<file path="config.mk">
export PLATFORM = sky130hd
export DESIGN_NAME = mu0_mem_arbiter_flat
export DESIGN_NICKNAME = d
export VERILOG_FILES = /design/src/rtl/mu0_mem_arbiter_if.sv /design/src/rtl/mu0_mem_arbiter.sv /design/src/flat_wrapper.sv
export SDC_FILE = /design/constraint.sdc
export NUM_CORES = 1
export LEC_CHECK = 0
export ABC_AREA = 1
export CORE_MARGIN = 2
export CORE_UTILIZATION = 40
export DETAILED_ROUTE_END_ITERATION = 8
export PLACE_DENSITY = 0.75
export SLEW_MARGIN = 0
export SYNTH_ARGS = -nofsm -noshare
export SYNTH_HDL_FRONTEND = slang
export SYNTH_SLANG_ARGS = --single-unit
</file>
<file path="constraint.sdc">
create_clock -name clk -period 4.1 [get_ports clk]
set_clock_uncertainty 0.2 [all_clocks]
set_input_delay 0.615 -clock clk [delete_from_list [all_inputs] [get_ports clk]]
set_output_delay 0.615 -clock clk [all_outputs]
set_load 0.01 [all_outputs]
</file>
<file path="src/rtl/mu0_mem_arbiter_if.sv">
// Bus bundle between the MU0 memory arbiter and its core, host
// and memory neighbours.
interface mu0_mem_arbiter_if;
    logic        c_req;
    logic        c_rnw;
    logic [15:0] c_addr;
    logic [15:0] c_wdata;
    logic        c_ack;
    logic [15:0] c_rdata;

    logic        h_req;
    logic        h_rnw;
    logic [15:0] h_addr;
    logic [15:0] h_wdata;
    logic        h_ack;
    logic [15:0] h_rdata;
    logic        host_lock;

    logic        mem_rq;
    logic        mem_rnw;
    logic [15:0] mem_addr;
    logic [15:0] mem_wdata;
    logic [15:0] mem_rdata;
    logic        core_stalled;

    modport slave (
        input  c_req, c_rnw, c_addr, c_wdata,
        input  h_req, h_rnw, h_addr, h_wdata, host_lock,
        input  mem_rdata,
        output c_ack, c_rdata, h_ack, h_rdata,
        output mem_rq, mem_rnw, mem_addr, mem_wdata,
        output core_stalled
    );

    modport master (
        output c_req, c_rnw, c_addr, c_wdata,
        output h_req, h_rnw, h_addr, h_wdata, host_lock,
        output mem_rdata,
        input  c_ack, c_rdata, h_ack, h_rdata,
        input  mem_rq, mem_rnw, mem_addr, mem_wdata,
        input  core_stalled
    );
endinterface

</file>
<file path="src/rtl/mu0_mem_arbiter.sv">
// Shares one single-port memory between the MU0 core and a host
// port; host has priority but is limited to HOST_BURST grants.
module mu0_mem_arbiter #(
    parameter int unsigned HOST_BURST = 4,
    parameter int unsigned MEM_LAT    = 1
) (
    input  logic             clk,
    input  logic             reset_n,
    mu0_mem_arbiter_if.slave bus
);
    typedef enum logic [1:0] {IDLE, ISSUE, WAIT, ACK} state_t;

    localparam logic [3:0] BURST_MAX = 4'(HOST_BURST);
    localparam logic [1:0] LAT_INIT  = 2'(MEM_LAT);

    state_t      state_q, state_d;
    logic        win_core_q, win_core_d;
    logic [3:0]  burst_q, burst_d;
    logic [1:0]  lat_q, lat_d;
    logic        mem_rq_q, mem_rq_d;
    logic        mem_rnw_q, mem_rnw_d;
    logic [15:0] mem_addr_q, mem_addr_d;
    logic [15:0] mem_wdata_q, mem_wdata_d;
    logic        c_ack_q, c_ack_d;
    logic        h_ack_q, h_ack_d;
    logic [15:0] c_rdata_q, c_rdata_d;
    logic [15:0] h_rdata_q, h_rdata_d;
    logic        stall_q, stall_d;

    logic        core_elig;
    logic        host_elig;
    logic        pick_core;

    // Pick a winner; core wins only alone or once the host burst is spent.
    always_comb begin
        core_elig = bus.c_req & ~bus.host_lock;
        host_elig = bus.h_req;
        pick_core = core_elig & (~host_elig | (burst_q == BURST_MAX));
    end

    // Next-state and registered-output logic for the access sequencer.
    always_comb begin
        state_d     = state_q;
        win_core_d  = win_core_q;
        burst_d     = burst_q;
        lat_d       = lat_q;
        mem_rq_d    = 1'b0;
        mem_rnw_d   = mem_rnw_q;
        mem_addr_d  = mem_addr_q;
        mem_wdata_d = mem_wdata_q;
        c_ack_d     = 1'b0;
        h_ack_d     = 1'b0;
        c_rdata_d   = c_rdata_q;
        h_rdata_d   = h_rdata_q;
        unique case (state_q)
            IDLE: begin
                if (core_elig | host_elig) begin
                    state_d    = ISSUE;
                    mem_rq_d   = 1'b1;
                    win_core_d = pick_core;
                    if (pick_core) begin
                        mem_rnw_d   = bus.c_rnw;
                        mem_addr_d  = bus.c_addr;
                        mem_wdata_d = bus.c_wdata;
                        burst_d     = 4'd0;
                    end else begin
                        mem_rnw_d   = bus.h_rnw;
                        mem_addr_d  = bus.h_addr;
                        mem_wdata_d = bus.h_wdata;
                        if (!bus.host_lock) begin
                            burst_d = bus.c_req ? burst_q + 4'd1 : 4'd0;
                        end
                    end
                end
            end
            ISSUE: begin
                state_d = WAIT;
                lat_d   = LAT_INIT;
            end
            WAIT: begin
                lat_d = lat_q - 2'd1;
                if (lat_q == 2'd1) begin
                    state_d = ACK;
                    c_ack_d = win_core_q;
                    h_ack_d = ~win_core_q;
                    if (mem_rnw_q) begin
                        if (win_core_q) begin
                            c_rdata_d = bus.mem_rdata;
                        end else begin
                            h_rdata_d = bus.mem_rdata;
                        end
                    end
                end
            end
            ACK: begin
                state_d = IDLE;
            end
            default: begin
                state_d = IDLE;
            end
        endcase
        stall_d = bus.c_req & ~((state_d != IDLE) & win_core_d);
    end

    // State and output registers; reset abandons any access in flight.
    always_ff @(posedge clk or negedge reset_n) begin
        if (!reset_n) begin
            state_q     <= IDLE;
            win_core_q  <= 1'b0;
            burst_q     <= 4'd0;
            lat_q       <= 2'd0;
            mem_rq_q    <= 1'b0;
            mem_rnw_q   <= 1'b1;
            mem_addr_q  <= 16'd0;
            mem_wdata_q <= 16'd0;
            c_ack_q     <= 1'b0;
            h_ack_q     <= 1'b0;
            c_rdata_q   <= 16'd0;
            h_rdata_q   <= 16'd0;
            stall_q     <= 1'b0;
        end else begin
            state_q     <= state_d;
            win_core_q  <= win_core_d;
            burst_q     <= burst_d;
            lat_q       <= lat_d;
            mem_rq_q    <= mem_rq_d;
            mem_rnw_q   <= mem_rnw_d;
            mem_addr_q  <= mem_addr_d;
            mem_wdata_q <= mem_wdata_d;
            c_ack_q     <= c_ack_d;
            h_ack_q     <= h_ack_d;
            c_rdata_q   <= c_rdata_d;
            h_rdata_q   <= h_rdata_d;
            stall_q     <= stall_d;
        end
    end

    assign bus.mem_rq       = mem_rq_q;
    assign bus.mem_rnw      = mem_rnw_q;
    assign bus.mem_addr     = mem_addr_q;
    assign bus.mem_wdata    = mem_wdata_q;
    assign bus.c_ack        = c_ack_q;
    assign bus.h_ack        = h_ack_q;
    assign bus.c_rdata      = c_rdata_q;
    assign bus.h_rdata      = h_rdata_q;
    assign bus.core_stalled = stall_q;
endmodule

</file>
<file path="src/flat_wrapper.sv">
// flat-port wrapper written by rule: the top's interface ports become plain ports
module mu0_mem_arbiter_flat 
#(
    parameter int unsigned HOST_BURST = 4,
    parameter int unsigned MEM_LAT    = 1
)
  (clk, reset_n, bus_c_req, bus_c_rnw, bus_c_addr, bus_c_wdata, bus_h_req, bus_h_rnw, bus_h_addr, bus_h_wdata, bus_host_lock, bus_mem_rdata, bus_c_ack, bus_c_rdata, bus_h_ack, bus_h_rdata, bus_mem_rq, bus_mem_rnw, bus_mem_addr, bus_mem_wdata, bus_core_stalled);
  mu0_mem_arbiter_if bus_i ();
  input  logic clk;
  input  logic reset_n;
  input wire logic [$bits(bus_i.c_req)-1:0] bus_c_req;
  input wire logic [$bits(bus_i.c_rnw)-1:0] bus_c_rnw;
  input wire logic [$bits(bus_i.c_addr)-1:0] bus_c_addr;
  input wire logic [$bits(bus_i.c_wdata)-1:0] bus_c_wdata;
  input wire logic [$bits(bus_i.h_req)-1:0] bus_h_req;
  input wire logic [$bits(bus_i.h_rnw)-1:0] bus_h_rnw;
  input wire logic [$bits(bus_i.h_addr)-1:0] bus_h_addr;
  input wire logic [$bits(bus_i.h_wdata)-1:0] bus_h_wdata;
  input wire logic [$bits(bus_i.host_lock)-1:0] bus_host_lock;
  input wire logic [$bits(bus_i.mem_rdata)-1:0] bus_mem_rdata;
  output wire logic [$bits(bus_i.c_ack)-1:0] bus_c_ack;
  output wire logic [$bits(bus_i.c_rdata)-1:0] bus_c_rdata;
  output wire logic [$bits(bus_i.h_ack)-1:0] bus_h_ack;
  output wire logic [$bits(bus_i.h_rdata)-1:0] bus_h_rdata;
  output wire logic [$bits(bus_i.mem_rq)-1:0] bus_mem_rq;
  output wire logic [$bits(bus_i.mem_rnw)-1:0] bus_mem_rnw;
  output wire logic [$bits(bus_i.mem_addr)-1:0] bus_mem_addr;
  output wire logic [$bits(bus_i.mem_wdata)-1:0] bus_mem_wdata;
  output wire logic [$bits(bus_i.core_stalled)-1:0] bus_core_stalled;
  assign bus_i.c_req = bus_c_req;
  assign bus_i.c_rnw = bus_c_rnw;
  assign bus_i.c_addr = bus_c_addr;
  assign bus_i.c_wdata = bus_c_wdata;
  assign bus_i.h_req = bus_h_req;
  assign bus_i.h_rnw = bus_h_rnw;
  assign bus_i.h_addr = bus_h_addr;
  assign bus_i.h_wdata = bus_h_wdata;
  assign bus_i.host_lock = bus_host_lock;
  assign bus_i.mem_rdata = bus_mem_rdata;
  assign bus_c_ack = bus_i.c_ack;
  assign bus_c_rdata = bus_i.c_rdata;
  assign bus_h_ack = bus_i.h_ack;
  assign bus_h_rdata = bus_i.h_rdata;
  assign bus_mem_rq = bus_i.mem_rq;
  assign bus_mem_rnw = bus_i.mem_rnw;
  assign bus_mem_addr = bus_i.mem_addr;
  assign bus_mem_wdata = bus_i.mem_wdata;
  assign bus_core_stalled = bus_i.core_stalled;
  mu0_mem_arbiter #(.HOST_BURST(HOST_BURST), .MEM_LAT(MEM_LAT)) u_core (.clk(clk), .reset_n(reset_n), .bus(bus_i));
endmodule
</file>
After elaboration in Yosys (flattened, before gate mapping)

Index checks and enable logic that the tools add are counted.

Output and inout bits: 69
Flip-flop bits (word level): 78
Input port bits: 87

Bitwise logic cells: 10
Add/subtract/negate cells: 2
Multiplexer cells: 18
Reduce and logical (&&, ||, !) cells: 7
Equal/unequal tests: 6

Operators with widths:

| cell                  | number |
|---|---|
| $mux W16              | 2 |
| $mux W4               | 3 |
| $mux W1               | 9 |
| $pmux W2 S4           | 1 |
| $reduce_and A4 Y1     | 2 |
| $add A4 B1 Y4 const B | 1 |
| $and A1 B1 Y1         | 4 |
| $eq A2 B1 Y1 const B  | 2 |
| $eq A2 B2 Y1 const B  | 2 |
| $eq A4 B3 Y1 const B  | 1 |
| $mux W2               | 2 |
| $not A1 Y1            | 4 |
| $pmux W2 S2           | 1 |
| $reduce_bool A2 Y1    | 2 |
| $reduce_and A3 Y1     | 1 |
| $logic_not A2 Y1      | 1 |
| $ne A2 B1 Y1 const B  | 1 |
| $or A1 B1 Y1          | 2 |
| $reduce_and A2 Y1     | 1 |
| $sub A2 B1 Y2 const B | 1 |

Depth between registers and ports, before layout

Depth in word-level cells: 9
Depth in mapped cells: 10

Worst setup path before layout

OpenSTA, ideal clock, no wires.

Path type: input -> register
Start point: input port bus_host_lock
End point: register u_core.mem_addr_q[12], in the netlist u_core.bus.mem_addr[12]
Data required time: 3.784 ns
Arrival time: 1.247 ns
Path buffers: 1
Stages: 9
Slack: 2.537 ns
Cells stage by stage: inv_1 nand2_2 inv_2 nand2_4 buf_6 nand2_1 nand2_1 nand2_1 nand2_1

Cells in the longest elaborated chain, start to end: 4
Elaborated cells on any way between the ends: 6

Ends and longest elaborated chain:

| item                                          | RTL line                                     | source |
|---|---|---|
| start: declaration                            | flat_wrapper.sv:19                           | `input wire logic [$bits(bus_i.host_lock)-1:0] bus_host_lock;` |
| $not A1 Y1 (*)                                | mu0_mem_arbiter.sv:36                        | `core_elig = bus.c_req & ~bus.host_lock;` |
| $and A1 B1 Y1 (*)                             | mu0_mem_arbiter.sv:36                        |  |
| $and A1 B1 Y1 or $or A1 B1 Y1 (tied branches) | mu0_mem_arbiter.sv:38, mu0_mem_arbiter.sv:57 |  |
| $mux W16 or $reduce_and A2 Y1 (tied branches) | n/a                                          |  |
| end signal: assignment                        | mu0_mem_arbiter.sv:128                       | `mem_addr_q <= mem_addr_d;` |
| end: declaration                              | mu0_mem_arbiter.sv:22                        | `logic [15:0] mem_addr_q, mem_addr_d;` |

Every way passes the cells marked *; elsewhere a longest branch is shown, timed or not.
A chain may end at the register's enable or synchronous reset.

Worst setup path after layout

Start point: input port bus_c_req
End point: register u_core.mem_addr_q[15], in the netlist u_core.bus.mem_addr[15]

Cells in the longest elaborated chain, start to end: 3
Elaborated cells on any way between the ends: 5

Ends and longest elaborated chain:

| item                                          | RTL line                                     | source |
|---|---|---|
| start: declaration                            | flat_wrapper.sv:11                           | `input wire logic [$bits(bus_i.c_req)-1:0] bus_c_req;` |
| $and A1 B1 Y1 (*)                             | mu0_mem_arbiter.sv:36                        |  |
| $and A1 B1 Y1 or $or A1 B1 Y1 (tied branches) | mu0_mem_arbiter.sv:38, mu0_mem_arbiter.sv:57 |  |
| $mux W16 or $reduce_and A2 Y1 (tied branches) | n/a                                          |  |

Marks and branches as above.

==> results.toml <==
[logic_synthesis]
synth_common_cells = "nand2_1 (215), dfrtp_1 (77), nand3_1 (41)"
synthMuxAreaShare_pct = 0
yosys.area_share.simple_pct = 30.4
synth.avg_cell_area_um2 = 8.07
synth_fa_ha_area_share_pct = 2.09
synth_edf_count = 0
ys_seq_elements = 78
yosysTopAreaCellShare_pct = 53.5
syn_inst = 446
synth_compound_area_share_pct = 5.42
ys.flop_type = "dfrtp_1"
ys.warnings.count = 0
yosys.area.top_type = "dfrtp_1"
synth_area_leaders = "dfrtp_1 (54%), nand2_1 (22%), nand3_1 (5.7%), o21ai_1 (4.4%), inv_1 (3.1%)"
synth-async-reset-ratio_pct = 100
synth_top_family_by_area = "simple AND/OR/NAND/NOR gates"
synthesis.nets = 539
yosysMostFrequentCell = "nand2_1"
synth_xor_area_share_pct = 0.243
ys_seq_area_share_pct = 54.3
synthesis.area_um2 = 3600
synth.distinct_cells = 21

[setup_path]
crit_type = "in2reg"
slowest_stage = "clkdlybuf4s50_1"
slowest_delay_ns = 0.57
r2r-start = "u_core.state_q[0]$_DFF_PN0_"
r2r_cells = 7
cpMostUsedCell = "nand2_1"
cp-end-kind = "register"
critPathLaunchType = "primary input"
crit_arrival_ns = 2.51
worstPathMaxFanout = 37
cp_cell_sequence = "clkdlybuf4s50_1 -> nand2_2 -> inv_2 -> nand2_4 -> nand2_1 -> nand2_1 -> nand2_1 -> nand2_1"
cp.required_ns = 4.13
critPathLaunch = "bus_c_req"

[global_routing]
top_usage_layer = "met2"
gr-usage-met1_pct = 26.9
grt_usage_pct = 19.9
globalRoute.totalOverflow = 0
grt_pass1_wl_um = 15600
grt_max_degree = 79
use_met2_pct = 31.4
grt_pass1_vias = 3274
antenna_found_initial = 0
grtUsageMet3_pct = 5.46

[drt]
drtIter0Drc = 132
post_drt_wl_per_cell_um = 13.6
viasPerCell = 4.71
dr_total_vias = 3317
final_antenna_net_count = 0
wl_um = 9570
dr.pass1.iters = 4
drc = 0

[clock_tree]
htree_levels = 3
root_buffer = "clkbuf_8"
cts_hold_buf = 0
cts_buffer_depth = 2
cts_tree = "built"
post_cts_resized = 0
clkLatencyLatePin_ns = 0.34
cts_buffers = 9
cts_setup_buffers = 0
cts_num_sinks = 78
clk_pin_slew_ns = 0.08

[placed_design]
gp_congestion = 0.820
dp.cells = 688
portBuffers = 155
hpwl_um = 6690

[final_layout]
n_antenna_cell = 0
drive_gt1_share_pct = 4.19
nets = 684
area_delta_synth_final_pct = 48.7
fin_cells = 704

[floorplanning]
ios = 156
die_h_um = 98.9
rows = 34
coreArea_um2 = 8720
dieArea_um2 = 9770
fp.dieW_um = 98.9
start_util_pct = 41.3

[sta]
finalSetupTns_ns = 0
finalSetupViolCount = 0
finalHoldViolCount = 0
period_share_pct = 60.4
clock.fmax_mhz = 403
rsz0062_at_grt = "false"
tightest_slew_ns = 1.01
slew_violations = 0
final.min_clock_period_ns = 2.48
max-slew-margin-rel_pct = 32.2

[power]
leakage_nw = 2.67
p_per_area_nw_per_um2 = 666
vdd_ir_drop_max_uv = 281
power.total_mw = 3.57

[worst_hold_path]
holdCritPathClass = "in2async"

[job]
maxCapViolations = 0

[status]
status = "finished, final reports clean"
-- sequential cells by signal, indices dropped and copies added, names as in the netlist --
signal,count
u_core.bus.mem_wdata,16
u_core.lat_q,2
u_core.bus.c_rdata,16
u_core.bus.mem_rnw,1
u_core.state_q,2
u_core.win_core_q,1
u_core.bus.h_ack,1
u_core.bus.mem_rq,1
u_core.burst_q,4
u_core.bus.c_ack,1
u_core.bus.h_rdata,16
u_core.bus.mem_addr,16
u_core.bus.core_stalled,1
-- cells in the final DEF, fill, tap and decap left out, types with 2 or more instances in the layout --
master,instances
nand2_4,3
clkbuf_8,9
nand2_1,215
clkinvlp_4,2
clkdlybuf4s50_1,154
o21ai_0,5
nand2_2,2
nor2_2,2
clkbuf_1,2
bufinv_16,2
nor2_1,5
dfrtp_1,77
ha_1,6
a21oi_1,2
inv_1,30
clkinv_4,2
nand3_1,41
o21ai_1,32
-- critical path: cells and delay by family --
family | cells | cell delay (ns)
buffers and inverters | 2 | 1.06
and+or+nand+nor | 6 | 0.81
-- final timing paths --
path	end	slack [ns]
setup / recovery	u_core.bus.mem_addr[15]$_DFFE_PN0P_	1.62
hold / removal	u_core.bus.mem_wdata[8]$_DFFE_PN0P_	0.22
setup reg to reg	u_core.bus.c_rdata[12]$_DFFE_PN0P_	1.85
hold reg to reg	u_core.bus.h_ack$_DFF_PN0_	0.27
max in group asynchronous	u_core.burst_q[1]$_DFFE_PN0P_	2.87
min in group clk	u_core.bus.h_ack$_DFF_PN0_	0.27
-- layer usage --
metal / routed length (µm) / vias up
met2: 4440 / 123
met1: 4220 / 1513
li1: - / 1669
met5: 0 / -
met3: 750 / 12
met4: 153 / 0
-- cells by family (layout without fill, tap and decap cells) --
family | Yosys count | count (layout)
AND/OR/NAND/NOR | 269 | 269
flip-flops | 78 | 78
buffers and inverters | 53 | 203
AO/OA/AOI/OAI | 39 | 39
adder cells (fa/ha/maj) | 6 | 6
XOR/XNOR | 1 | 1
-- layout make-up --
cell class / count / area, µm²
clock inverter: 5 / 83.8
multi-input combinational: 315 / 1380
clock buffer: 11 / 131
timing repair buffer: 155 / 1550
inverter: 32 / 125
tap: 108 / 135
fill: 771 / 3370
sequential: 78 / 1950
-- stage by stage --
step / area (µm²) / hold WS [ns] / utilization (%) / worst slack [ns]
floorplan: 3600 / 0.119 / - / 2.54
global placement: 5140 / 0.258 / 58.9 / 1.33
detailed placement: 5140 / 0.263 / 58.9 / 1.26
CTS: 5350 / 0.248 / 61.4 / 1.63
global route: 5350 / 0.297 / 61.4 / 1.45
finish: 5350 / 0.218 / 61.4 / 1.62
-- power by group --
group	total (mW)	switching (mW)	leakage (nW)	internal [mW]
clock network	0.620	0.276	0.0998	0.344
logic	1.61	0.766	1.63	0.841
registers	1.34	0.204	0.943	1.13
total	3.57	1.25	2.67	2.32
Power figures use the tool's default switching activity.
